## src/rtl/cnn_pkg.sv

```systemverilog
// cnn_pkg: shared FSM encoding and default frame/timeout sizes for cnn_frame_seq
package cnn_pkg;

    typedef enum logic [1:0] {
        ST_IDLE  = 2'd0,
        ST_FETCH = 2'd1,
        ST_DRAIN = 2'd2,
        ST_WAIT  = 2'd3
    } state_e;

    localparam int NUM_PIX_DEF = 784;
    localparam int TIMEOUT_DEF = 4096;

endpackage

```

## src/rtl/cnn_frame_seq.sv

```systemverilog
// cnn_frame_seq: streams one image frame from pixel memory into a CNN and captures its class decision
//   clk, rst_n               clock, asynchronous active-low reset
//   start, abort             begin a frame (IDLE only) / cancel the current frame
//   busy                     high whenever not IDLE
//   mem_rd, mem_addr         pixel memory read strobe and address
//   mem_rdata                pixel data, valid one cycle after mem_rd
//   cnn_in_val, cnn_data_in  pixel stream to the CNN
//   cnn_out_val              CNN result strobe, honoured only while waiting
//   cnn_decision             CNN class result
//   result, result_valid     latched decision and its one-cycle update pulse
//   timeout_err              one-cycle pulse when the CNN never answered
module cnn_frame_seq
    import cnn_pkg::*;
#(
    parameter int NUM_PIX = NUM_PIX_DEF,
    parameter int TIMEOUT = TIMEOUT_DEF
) (
    input  logic       clk,
    input  logic       rst_n,
    input  logic       start,
    input  logic       abort,
    output logic       busy,
    output logic       mem_rd,
    output logic [9:0] mem_addr,
    input  logic [7:0] mem_rdata,
    output logic       cnn_in_val,
    output logic [7:0] cnn_data_in,
    input  logic       cnn_out_val,
    input  logic [3:0] cnn_decision,
    output logic [3:0] result,
    output logic       result_valid,
    output logic       timeout_err
);

    localparam int         CW        = $clog2(TIMEOUT + 1);
    localparam logic [9:0] LAST_ADDR = 10'(NUM_PIX - 1);

    state_e        state_q, state_d;
    logic [9:0]    addr_q, addr_d;
    logic [CW-1:0] cnt_q, cnt_d, cnt_inc;
    logic          in_val_q, in_val_d;
    logic [7:0]    data_q, data_d;
    logic [3:0]    result_q, result_d;
    logic          rv_q, rv_d;
    logic          to_q, to_d;

    always_comb begin
        state_d  = state_q;
        result_d = result_q;
        rv_d     = 1'b0;
        to_d     = 1'b0;
        cnt_inc  = cnt_q + 1'b1;
        case (state_q)
            ST_IDLE:  if (start && !abort) state_d = ST_FETCH;
            ST_FETCH: begin
                if (abort) state_d = ST_IDLE;
                else if (addr_q == LAST_ADDR) state_d = ST_DRAIN;
            end
            ST_DRAIN: state_d = abort ? ST_IDLE : ST_WAIT;
            ST_WAIT: begin
                // abort beats a result, and a result beats a timeout landing on the same cycle
                if (abort) begin
                    state_d = ST_IDLE;
                end else if (cnn_out_val) begin
                    result_d = cnn_decision;
                    rv_d     = 1'b1;
                    state_d  = ST_IDLE;
                end else if (cnt_inc == CW'(TIMEOUT)) begin
                    to_d    = 1'b1;
                    state_d = ST_IDLE;
                end
            end
            default: state_d = ST_IDLE;
        endcase
        // address only advances while staying in FETCH, so it reads 0 everywhere else
        addr_d   = (state_q == ST_FETCH && state_d == ST_FETCH) ? addr_q + 10'd1 : 10'd0;
        // cleared in every other state, so WAIT always starts counting from zero
        cnt_d    = (state_q == ST_WAIT) ? cnt_inc : '0;
        // a read in flight when abort hits never reaches the CNN
        in_val_d = mem_rd && !abort;
        data_d   = in_val_q ? mem_rdata : data_q;
    end

    always_ff @(posedge clk or negedge rst_n) begin
        if (!rst_n) begin
            state_q  <= ST_IDLE;
            addr_q   <= '0;
            cnt_q    <= '0;
            in_val_q <= 1'b0;
            data_q   <= '0;
            result_q <= '0;
            rv_q     <= 1'b0;
            to_q     <= 1'b0;
        end else begin
            state_q  <= state_d;
            addr_q   <= addr_d;
            cnt_q    <= cnt_d;
            in_val_q <= in_val_d;
            data_q   <= data_d;
            result_q <= result_d;
            rv_q     <= rv_d;
            to_q     <= to_d;
        end
    end

    assign busy         = (state_q != ST_IDLE);
    assign mem_rd       = (state_q == ST_FETCH);
    assign mem_addr     = addr_q;
    assign cnn_in_val   = in_val_q;
    // memory data arrives in the cycle after the read, passed straight through and held afterwards
    assign cnn_data_in  = in_val_q ? mem_rdata : data_q;
    assign result       = result_q;
    assign result_valid = rv_q;
    assign timeout_err  = to_q;

endmodule
```

## config.mk

```make
export PLATFORM = sky130hd
export DESIGN_NAME = cnn_frame_seq
export DESIGN_NICKNAME = d
export VERILOG_FILES = /design/src/rtl/cnn_pkg.sv /design/src/rtl/cnn_frame_seq.sv
export SDC_FILE = /design/constraint.sdc
export NUM_CORES = 1
export LEC_CHECK = 0
export BUFFER_PORTS_ARGS = -buffer_cell sky130_fd_sc_hd__clkbuf_2
export CORE_MARGIN = 5
export CORE_UTILIZATION = 57
export CTS_CLUSTER_SIZE = 40
export DETAILED_ROUTE_END_ITERATION = 8
export PLACE_DENSITY_LB_ADDON = 0.1
export SLEW_MARGIN = 20
export SYNTH_ARGS = -nofsm -noshare
export SYNTH_HDL_FRONTEND = slang
export SYNTH_SLANG_ARGS = --single-unit
```

## constraint.sdc

```tcl
create_clock -name clk -period 4.8 [get_ports clk]
set_clock_uncertainty 0.2 [all_clocks]
set_input_delay 0.96 -clock clk [delete_from_list [all_inputs] [get_ports clk]]
set_output_delay 0.96 -clock clk [all_outputs]
set_load 0.02 [all_outputs]
```

==> results.cfg <==
[cts]
clockBufferDepth = 2
path_clk_slew_ns = 0.11
clk_latency_ns = 0.35
cts_root_buf = clkbuf_4
cts_tree = done
ctsResizeCount = 0
cts_sinks = 40
ctsHtreeMaxLevel = 2
ctsHoldBuffers = 0
postCtsSetupRepairBufs = 0
cts_buffers = 5

[min_path]
hold_path.class = reg -> reg

[global_route]
grt_overflow = 0
grt_pass1_wl_um = 6420
track_usage_pct = 18.4
grt_antenna_before_repair = 0
grt_pass1_vias = 1459
grt_max_degree = 41

[final_layout]
nNetsFinal = 241
area_delta_synth_final_pct = 16.9
post-route-util_pct = 71.0
antenna_cells = 0
fillers = 256
design_area_um2 = 2200
drive_gt1_share_pct = 31.8

[routing]
drtPass1Iterations = 4
wl_um = 3770
drc = 0
vias = 1483
viasPerCell = 5.55
wl_per_cell_um = 14.1
route.antenna.remaining_nets = 0
drtIter0Drc = 93

[synth]
synth_top_area_share_pct = 53.2
synth-main-ff-cell = dfrtp_1
syn_area_per_cell_um2 = 10.6
seq_area_frac_synth_pct = 53.2
synth_area_leaders = dfrtp_1 53%, mux2_2 7.2%, nor2_1 4.4%
syn_area_um2 = 1880
synth-edff-count = 0
yosys.area.top_type = dfrtp_1
async_flop_share_pct = 100
yosysMostFrequentCell = dfrtp_1
syn_inst = 178
synth_commonest_cells = 40 x dfrtp_1, 22 x nor2_1, 16 x nand2_1
yosysWarnings = 0
synth_seq_cells = 40
syn_nets = 197
synth_cell_types = 36

[job]
maxCapViolations = 0

[placed_design]
place.port_buffers = 43
place_worst_setup_slack_ns = 2.16
dp_hpwl_um = 2850
place_congestion = 0.821
dpl_cell_area_um2 = 2120

[floorplan]
core_area_um2 = 3100
dieArea_um2 = 4550
io_pins = 44
die_h_um = 67.5
die_w_um = 67.5
rows = 20
initial_core_util_pct = 60.7

[critical_path]
arrival_ns = 1.48
crit_buf_inv = 2
max_stage_delay_ns = 0.27
path_delay_family = multiplexers
cpMostUsedCell = clkbuf_2
cp_slowest_cell = mux2_2
cp-start-kind = input pin
critical_path_class = in -> out
cp-end-kind = output port
required_ns = 3.64
worstPathCellList = clkbuf_2 > mux2_2 > clkbuf_2
worstPathMaxFanout = 2

[power_and_ir_drop]
p_total_mw = 0.672
leakage_nw = 1.03
powerDensity_nw_per_um2 = 305
peakVddDrop_v = 0.000203

[timing]
finalMaxSlewViolations = 0
max_slew_margin_pct = 43.8
min_period_ns = 2.64
tns_ns = 0
clock.fmax_mhz = 379
finalCritPeriodShare_pct = 54.9
worst_slack_ns = 2.16
rsz0062_at_grt = false
setup_viol = 0
tightest_slew_ns = 0.843
hold_viol = 0

[run_status]
outcome = complete, no violations
==> final timing paths <==
kind	slack (ns)	cells past startpoint	to	from
max	2.16	3	cnn_data_in[6]	mem_rdata[6]
min	0.30	1	cnt_q[0]	cnt_q[0]
max reg2reg	2.74	5	timeout_err	cnt_q[1]
min reg2reg	0.30	1	cnt_q[0]	cnt_q[0]
max in group asynchronous	3.36	1	state_q[1]	rst_n
min in group asynchronous	0.50	1	mem_addr[1]	rst_n
==> cells in the final DEF (no fill, tap or decap), types with 2 or more instances in the layout <==
master     n
o211ai_1   3
clkbuf_4   5
nand2_1   16
nor4_1     4
nand2b_1   2
nand4_1    3
clkbuf_2  42
ha_1       2
mux2_2    12
nor3_1     6
nand3_1    4
xnor2_1    9
xor2_1     8
inv_1      6
nor2_1    22
o21ai_0    8
a21oi_1    5
dfrtp_1   40
and3_1     4
or3_1      2
or2_2      2
==> routing by layer <==
layer / vias to the layer above / part of all wire [%] / GRT usage, % / wire length, um
met5: - / 0 / 0 / 0
met4: 0 / 1.1 / 5.32 / 40
met3: 6 / 6.6 / 4.33 / 249
met2: 56 / 47 / 29.6 / 1780
met1: 716 / 45 / 24.7 / 1700
li1: 705 / - / - / -
==> per-stage QoR <==
stage / hold WS (ns) / cells
after floorplan: 0.255 / 178
after global placement: 0.260 / 259
after detailed placement: 0.280 / 259
after CTS: 0.300 / 267
after global routing: 0.327 / 267
final: 0.296 / 267
==> registers in the layout (all words and copies together), names as in the netlist <==
| register | cells |
|---|---|
| cnt_q | 13 |
| timeout_err | 1 |
| state_q | 2 |
| mem_addr | 10 |
| result | 4 |
| data_q | 8 |
| cnn_in_val | 1 |
| result_valid | 1 |
==> report_power, final <==
group	total (mW)	switching (mW)	internal, mW
clock network	0.217	0.108	0.109
registers	0.365	0.00969	0.356
logic	0.0902	0.0558	0.0344
total	0.672	0.174	0.499
==> cell families (layout without fill, tap and decap cells) <==
family,count (synthesis),after routing,share of synthesized area (%)
compound gates,19,19,6.05
xor+xnor,17,17,7.91
fa+ha+maj,2,2,1.33
buf+inv,12,57,2.86
flops,40,40,53.2
mux,12,12,7.18
simple gates,76,76,21.5
==> area by class of cell <==
| type | count | area (um2) | area share, % |
|---|---|---|---|
| Sequential cell | 40 | 1000 | 45.5 |
| Multi-Input combinational cell | 126 | 828 | 37.6 |
| Timing Repair Buffer | 43 | 215 | 9.77 |
| Tap cell | 44 | 55.1 | 2.50 |
| Clock inverter | 3 | 42.5 | 1.93 |
| Clock buffer | 5 | 37.5 | 1.70 |
| Inverter | 6 | 22.5 | 1.02 |
Power figures use the tool's default switching activity.
